===== config.mk =====
export PLATFORM = sky130hd
export DESIGN_NAME = digit_scan_ctrl_flat
export DESIGN_NICKNAME = d
export VERILOG_FILES = /design/src/rtl/digit_scan_if.sv /design/src/rtl/digit_scan_ctrl.sv /design/src/flat_wrapper.sv
export SDC_FILE = /design/constraint.sdc
export NUM_CORES = 1
export LEC_CHECK = 0
export CAP_MARGIN = 10
export CELL_PAD_IN_SITES_DETAIL_PLACEMENT = 0
export CELL_PAD_IN_SITES_GLOBAL_PLACEMENT = 1
export CORE_MARGIN = 2
export CORE_UTILIZATION = 44
export CTS_BUF_LIST = sky130_fd_sc_hd__clkbuf_2
export DETAILED_ROUTE_END_ITERATION = 8
export GPL_ROUTABILITY_DRIVEN = 0
export PLACE_DENSITY_LB_ADDON = 0.1
export SYNTH_ARGS = -nofsm -noshare
export SYNTH_HDL_FRONTEND = slang
export SYNTH_SLANG_ARGS = --single-unit
export TNS_END_PERCENT = 20

===== constraint.sdc =====
create_clock -name CLK -period 3.7 [get_ports CLK]
set_input_delay 0.74 -clock CLK [delete_from_list [all_inputs] [get_ports CLK]]
set_output_delay 0.74 -clock CLK [all_outputs]
set_load 0.01 [all_outputs]

===== src/rtl/digit_scan_if.sv =====
// Counter-to-display bus: run controls and packed digits in,
// scanned 7-segment digit stream out.
interface digit_scan_if #(
  parameter int NDIG = 12
);
  logic              en;
  logic              freeze;
  logic              lzb;
  logic [5*NDIG-1:0] digits_in;
  logic [6:0]        seg;
  logic [3:0]        dig_idx;
  logic              dig_valid;
  logic              frame_done;

  modport master (
    output en, freeze, lzb, digits_in,
    input  seg, dig_idx, dig_valid, frame_done
  );

  modport slave (
    input  en, freeze, lzb, digits_in,
    output seg, dig_idx, dig_valid, frame_done
  );
endinterface


===== src/rtl/digit_scan_ctrl.sv =====
// Frame-coherent digit scanner: snapshots all BCD digits, then drives
// them one at a time onto a shared 7-segment bus with blanking gaps.
module digit_scan_ctrl #(
  parameter int NDIG  = 12,
  parameter int DWELL = 4,
  parameter int GAP   = 1
) (
  input  logic         CLK,
  input  logic         RST,
  digit_scan_if.slave  bus
);

  localparam int CMAX = (DWELL > GAP) ? DWELL : GAP;
  localparam int CW   = $clog2(CMAX) + 1;
  localparam int GL   = (GAP > 0) ? GAP - 1 : 0;

  localparam logic [CW-1:0] D_END = CW'(DWELL - 1);
  localparam logic [CW-1:0] G_END = CW'(GL);
  localparam logic [3:0]    LAST  = 4'(NDIG - 1);

  typedef enum logic [1:0] {
    IDLE,
    SNAP,
    SHOW,
    GAPS
  } st_t;

  typedef logic [NDIG-1:0][4:0] dvec_t;

  st_t           st, st_n;
  logic [CW-1:0] cnt, cnt_n;
  dvec_t         snap, snap_n;
  logic          lzb_q, lzb_n;
  logic [3:0]    msd, msd_n;
  logic [3:0]    idx_q, idx_n;
  logic [6:0]    seg_q, seg_n;
  logic          vld_q, vld_n;
  logic          fd_q, fd_n;
  logic          adv;
  logic          last_n;

  function automatic logic [6:0] enc(input logic [4:0] d);
    logic [6:0] s;
    case (d)
      5'd0:    s = 7'h3F;
      5'd1:    s = 7'h06;
      5'd2:    s = 7'h5B;
      5'd3:    s = 7'h4F;
      5'd4:    s = 7'h66;
      5'd5:    s = 7'h6D;
      5'd6:    s = 7'h7D;
      5'd7:    s = 7'h07;
      5'd8:    s = 7'h7F;
      5'd9:    s = 7'h6F;
      default: s = 7'h40;
    endcase
    return s;
  endfunction

  // Illegal codes count as nonzero so they are never blanked.
  function automatic logic [3:0] msd_of(input dvec_t v);
    logic [3:0] m;
    m = '0;
    for (int i = 0; i < NDIG; i++) begin
      if (v[i] != 5'd0) m = 4'(i);
    end
    return m;
  endfunction

  always_comb begin
    st_n   = st;
    cnt_n  = cnt;
    snap_n = snap;
    lzb_n  = lzb_q;
    msd_n  = msd;
    idx_n  = idx_q;
    adv    = 1'b0;

    unique case (st)
      IDLE: begin
        if (bus.en) st_n = SNAP;
      end
      SNAP: begin
        if (!bus.freeze) snap_n = bus.digits_in;
        lzb_n = bus.lzb;
        msd_n = msd_of(snap_n);
        idx_n = '0;
        cnt_n = '0;
        st_n  = SHOW;
      end
      SHOW: begin
        if (cnt == D_END) begin
          cnt_n = '0;
          if (GAP > 0) st_n = GAPS;
          else         adv  = 1'b1;
        end else begin
          cnt_n = cnt + 1'b1;
        end
      end
      GAPS: begin
        if (cnt == G_END) begin
          cnt_n = '0;
          adv   = 1'b1;
        end else begin
          cnt_n = cnt + 1'b1;
        end
      end
      default: st_n = IDLE;
    endcase

    if (adv) begin
      if (idx_q == LAST) begin
        st_n = bus.en ? SNAP : IDLE;
      end else begin
        idx_n = idx_q + 1'b1;
        st_n  = SHOW;
      end
    end

    // Outputs are computed for the state being entered.
    if (GAP > 0) last_n = (st_n == GAPS) && (cnt_n == G_END);
    else         last_n = (st_n == SHOW) && (cnt_n == D_END);

    fd_n  = last_n && (idx_n == LAST);
    vld_n = (st_n == SHOW);
    seg_n = '0;
    if (vld_n && !(lzb_n && (idx_n > msd_n)))
      seg_n = enc(snap_n[idx_n]);
  end

  always_ff @(posedge CLK or posedge RST) begin
    if (RST) begin
      st    <= IDLE;
      cnt   <= '0;
      snap  <= '0;
      lzb_q <= 1'b0;
      msd   <= '0;
      idx_q <= '0;
      seg_q <= '0;
      vld_q <= 1'b0;
      fd_q  <= 1'b0;
    end else begin
      st    <= st_n;
      cnt   <= cnt_n;
      snap  <= snap_n;
      lzb_q <= lzb_n;
      msd   <= msd_n;
      idx_q <= idx_n;
      seg_q <= seg_n;
      vld_q <= vld_n;
      fd_q  <= fd_n;
    end
  end

  assign bus.seg        = seg_q;
  assign bus.dig_idx    = idx_q;
  assign bus.dig_valid  = vld_q;
  assign bus.frame_done = fd_q;

endmodule


===== src/flat_wrapper.sv =====
// flat-port wrapper written by rule: the top's interface ports become plain ports
module digit_scan_ctrl_flat 
#(
  parameter int NDIG  = 12,
  parameter int DWELL = 4,
  parameter int GAP   = 1
)
  (CLK, RST, bus_en, bus_freeze, bus_lzb, bus_digits_in, bus_seg, bus_dig_idx, bus_dig_valid, bus_frame_done);
  digit_scan_if #(.NDIG(NDIG)) bus_i ();
  input  logic CLK;
  input  logic RST;
  input wire logic [$bits(bus_i.en)-1:0] bus_en;
  input wire logic [$bits(bus_i.freeze)-1:0] bus_freeze;
  input wire logic [$bits(bus_i.lzb)-1:0] bus_lzb;
  input wire logic [$bits(bus_i.digits_in)-1:0] bus_digits_in;
  output wire logic [$bits(bus_i.seg)-1:0] bus_seg;
  output wire logic [$bits(bus_i.dig_idx)-1:0] bus_dig_idx;
  output wire logic [$bits(bus_i.dig_valid)-1:0] bus_dig_valid;
  output wire logic [$bits(bus_i.frame_done)-1:0] bus_frame_done;
  assign bus_i.en = bus_en;
  assign bus_i.freeze = bus_freeze;
  assign bus_i.lzb = bus_lzb;
  assign bus_i.digits_in = bus_digits_in;
  assign bus_seg = bus_i.seg;
  assign bus_dig_idx = bus_i.dig_idx;
  assign bus_dig_valid = bus_i.dig_valid;
  assign bus_frame_done = bus_i.frame_done;
  digit_scan_ctrl #(.NDIG(NDIG), .DWELL(DWELL), .GAP(GAP)) u_core (.CLK(CLK), .RST(RST), .bus(bus_i));
endmodule

## After elaboration in Yosys (flattened, before gate mapping)

Memory sizes are Yosys's and may differ from the RTL's.
Cells that the tools add are included.
W data, S select, Z words.

- Bits of input ports: 65
- Memory bits (read-only): 112
- Logic and storage cells: 86
- Bits in registers: 83
- Memories: 1

Memories:

| memory | words | width | rd ports | clocked after memory_dff | write ports | line | RTL |
|---|---|---|---|---|---|---|---|
| (name not given) | 16 | 7 | 1 | 0 | 0 | digit_scan_ctrl.sv:44 | `case (d)` |

- Reduce and logical (&&, ||, !) cells: 19
- Muxes and demuxes: 34
- Magnitude comparators: 2
- Equality and inequality tests: 8
- $add $sub $neg: 2

Operators with widths:

| cell | number |
|---|---|
| $mux W60 | 3 |
| $reduce_bool A5 Y1 | 11 |
| $mux W4 | 8 |
| $bmux W5 S4 | 1 |
| $mux W3 | 6 |
| $mux W7 | 2 |
| $mux W2 | 6 |
| $pmux W3 S3 | 1 |
| $eq A2 B2 Y1 const B | 4 |
| $eq A4 B4 Y1 const B | 2 |
| $logic_not A3 Y1 | 2 |
| $pmux W2 S3 | 1 |
| $lt A4 B5 Y1 const B | 1 |
| $mux W1 | 5 |
| $mux W5 | 1 |
| $add A4 B1 Y4 const B | 1 |
| $gt A4 B4 Y1 | 1 |
| $logic_and A1 B1 Y1 | 4 |
| $add A3 B1 Y3 const B | 1 |
| $eq A3 B2 Y1 const B | 1 |
| $eq A2 B1 Y1 const B | 1 |
| $logic_not A2 Y1 | 1 |
| $logic_not A1 Y1 | 1 |

## Longest topological paths before layout

- Word-level depth: 20
- Depth in mapped cells: 18
- Depth with buffers taken out: 16

## Least setup slack after synthesis

OpenSTA, ideal clock, no wires.

- Kind: input port to flip-flop
- Start: in bus_freeze
- End: reg u_core.seg_q[0] (netlist: u_core.bus.seg[0])
- Data arrival time: 3,300 ps
- Stages: 13
- Required time: 3,613 ps
- Buffers on the path: 3
- Path slack: 314 ps
- Cell sequence: nor3b_4 -> buf_6 -> buf_6 -> buf_6 -> mux2_2 -> mux2i_1 -> nor2_1 -> or3_1 -> a31oi_1 -> inv_1 -> ha_1 -> mux2_4 -> a211oi_2

RTL lines:

| what | line | RTL |
|---|---|---|
| start: declaration | flat_wrapper.sv:13 | `input wire logic [$bits(bus_i.freeze)-1:0] bus_freeze;` |
| end signal: assignment | digit_scan_ctrl.sv:149 | `seg_q <= seg_n;` |
| end: declaration | digit_scan_ctrl.sv:36 | `logic [6:0] seg_q, seg_n;` |

## Worst setup path in the final report

- Start: reg u_core.cnt[0]
- End: reg u_core.seg_q[0] (netlist: u_core.bus.seg[0])

- Cells in the longest elaborated chain, start to end: 9
- Elaborated cells on any way between the ends: 18

Ends and longest elaborated chain:

| what | line | RTL |
|---|---|---|
| start: declaration | digit_scan_ctrl.sv:31 | `logic [CW-1:0] cnt, cnt_n;` |
| start signal: assignment | digit_scan_ctrl.sv:144 | `cnt <= cnt_n;` |
| $logic_not A3 Y1 | digit_scan_ctrl.sv:101 | `if (cnt == G_END) begin` |
| $mux W1 | digit_scan_ctrl.sv:101 |  |
| $mux W1 | n/a |  |
| $mux W4 | digit_scan_ctrl.sv:111 | `if (adv) begin` |
| $bmux W5 S4 / $gt A4 B4 Y1 (equally long branches) | digit_scan_ctrl.sv:128, digit_scan_ctrl.sv:127 |  |
| $mux W5 (not written as such) / $logic_and A1 B1 Y1 (equally long branches) | digit_scan_ctrl.sv:128, digit_scan_ctrl.sv:127 |  |
| $mem_v2 Z16 W7 / $logic_not A1 Y1 (equally long branches) | n/a |  |
| $mux W7 / $logic_and A1 B1 Y1 (equally long branches) | digit_scan_ctrl.sv:44, digit_scan_ctrl.sv:127 |  |
| $mux W7 (*) | digit_scan_ctrl.sv:127 | `if (vld_n && !(lzb_n && (idx_n > msd_n)))` |
| net u_core.seg_n[0] | digit_scan_ctrl.sv:36 |  |

The timed path passes the listed nets; every way through them passes the cells marked *. The select of a mux whose other input is x is not followed.

==> flow_summary.ini <==
[worst_setup_path]
crit_start = u_core.cnt[0]
worstSetupPathType = flip-flop to flip-flop
critPathLaunchType = flip-flop
crit_path_top_delay_cell = dfrtp_1
required_ns = 4.20
crit_path_cell_trace = inv_1 > ha_1 > and4b_1 > nand3_1 > and2_1 > inv_2 > buf_4 > mux2i_1 > mux2_2 > o211a_2 > buf_4 > ha_1 > mux2_4 > a211oi_2
cp-end-kind = flip-flop
slowest_delay_ns = 0.46
path_max_fanout = 13
crit_buf_inv = 4
worstReg2RegStart = u_core.cnt[0]
arrival_ns = 4.04
crit_family = buffers and inverters

[synth]
synth.ff_latch_count = 83
synthArstFlopShare_pct = 100
avgSynthCellArea_sq_um = 10.6
synth_top_family_by_area = multiplexers
synth_ff_type = dfrtp_1
synth_fp_nets = 539
ys_types = 62
synth_top_area_share_pct = 42.6
synth_fa_ha_area_share_pct = 3.34
synth_common_cells = dfrtp_1 (83), mux2_2 (52), mux2i_1 (32), nor2_1 (32), inv_1 (30)
synth.yosys.seq_area_share_pct = 42.6
synth-simple-area-share_pct = 14.5
yosys_warnings = 0
synth-xor-area-share_pct = 0
syn_area_sq_mm = 0.00488
synth.most_common_cell = dfrtp_1
yosysTopAreaCell = dfrtp_1
muxShareOfSynthArea_pct = 19.7
synth_edf_count = 0
synth_area_leaders = dfrtp_1 (43%), mux2_2 (12%), mux2i_1 (6.6%)
synth_compound_area_share_pct = 13.8
synthCells = 461

[status]
status = completed

[layout]
syn2layout_area_growth_pct = 28.6
diodes = 0
utilization_pct = 57.8
nets = 665
drive_gt1_share_pct = 25.5

[cts]
cts_inserted_buffers = 9
post_cts_buffers = 0
clock_path_buffers = 2
root_buffer = clkbuf_2
path_clk_slew_ns = 0.25
cts_tree = yes
clkLatencyLatePin_ns = 0.56
h-tree-depth = 3
clock_sinks = 83

[routing]
drt-total-wl_um = 13900
drt_first_pass_iters = 4
vias = 4087
vias_per_cell = 5.58
routedWlPerCell_um = 18.9
drtIter0Drc = 249
drtAntennaViolNets = 0
drc = 0

[grt]
grt_pass1_vias = 4085
grt_overflow = 0
grt_max_degree = 50
grt_first_pass_wirelength_um = 22000
grt_antenna_before_repair = 0
grt_use_total_pct = 24.5

[die]
die_area_sq_mm = 0.0119
std_cell_rows = 38
initial_core_util_pct = 45.0
die_h_um = 109
die-width_um = 109
coreArea_sq_mm = 0.0108
io_pins = 78

[pwr]
power_density_mw_per_mm2 = 662
p_leak_nw = 2.79
irDropWorstVdd_v = 0.000553
p_total_mw = 4.15

[placement]
port_buffers = 77
dp.final_hpwl_um = 10800

[sta]
max_freq_mhz = 282
worst_pin_slew_ns = 0.722
finalCritPeriodShare_pct = 95.7
rsz0062_at_grt = no
fin_crit_ns = 3.54
slew_headroom_pct = 51.9
worst_clock_skew_ns = 0.0260
hold_viol = 0
drv_slew = 0
finalSetupViolations = 0

[worst_hold_path]
hold_path.class = primary input to async pin

[job]
maxCapViolCount = 0
-- sequential cells by signal, summed over array words and instances (netlist names) --
register               cells
u_core.bus.seg             7
u_core.bus.frame_done      1
u_core.cnt                 3
u_core.bus.dig_idx         4
u_core.msd                 4
u_core.st                  2
u_core.lzb_q               1
u_core.bus.dig_valid       1
u_core.snap               60
-- kinds of logic (layout without fill, tap and decap cells) --
family                   after synthesis  in the layout
buffers and inverters                 56            187
adder cells (fa/ha/maj)               13             13
AO/OA/AOI/OAI                         92             92
AND/OR/NAND/NOR                      129            129
flip-flops                            83             83
multiplexers                          88             88
-- placed cells by master (no fill, tap or decap), types with 10 or more instances in the layout --
cell type	instances
nor3_1	12
o21ai_0	13
nor4_1	14
nand2_1	26
a21oi_1	11
ha_1	13
a211oi_1	10
clkdlybuf4s50_1	77
buf_4	59
mux2_2	52
nor2_1	32
mux2i_1	32
inv_1	29
clkbuf_2	10
dfrtp_1	83
-- area by class of cell --
cell class | instances | area (sq um)
tap | 140 | 175
clock buffer | 10 | 50.0
timing repair buffer | 138 | 1250
sequential | 83 | 2080
inverter | 33 | 125
fill | 990 | 4570
clock inverter | 6 | 66.3
multi-input combinational | 322 | 2520
-- layer usage --
layer / track usage (%) / vias up / share of wire (%)
met5: 0 / - / 0
met4: 6.24 / 0 / 1.7
met3: 3.47 / 17 / 4.0
met2: 38.8 / 90 / 46
met1: 35.4 / 2031 / 48
li1: - / 1949 / -
-- repair_timing --
action / CTS / global route
endpoints found under the setup margin: 0 / 6
hold buffers: 0 / 0
resized for setup: 0 / 5
-- through the flow --
stage          setup TNS, ns  instance area (sq um)  std cells  hold slack (ns)  setup slack, ns
2_1_floorplan              0                   4880        461            0.441            0.314
3_3_place_gp           -1.76                   6130        716            0.456           -0.307
3_5_place_dp           -1.99                   6130        716            0.487           -0.336
4_1_cts                    0                   6250        732            0.535            0.176
5_1_grt                    0                   6270        732            0.556          0.00513
6_report                   0                   6270        732            0.525            0.159
-- final timing paths --
path                                     endpoint  slack [ns]  cells past startpoint
max in group asynchronous       u_core.bus.seg[3]        2.48                      3
worst max-delay path            u_core.bus.seg[0]        0.16                     14
worst min register to register       u_core.lzb_q        0.53                      2
min in group CLK                     u_core.lzb_q        0.53                      2
worst min-delay path              u_core.snap[34]        0.52                      2
worst max register to register  u_core.bus.seg[0]        0.16                     14
-- power breakdown --
group	switching [mW]	internal, mW
Clock	0.333	0.158
Sequential	0.136	1.13
Combinational	1.26	1.13
Note: power is estimated with default switching activity, not from simulation.
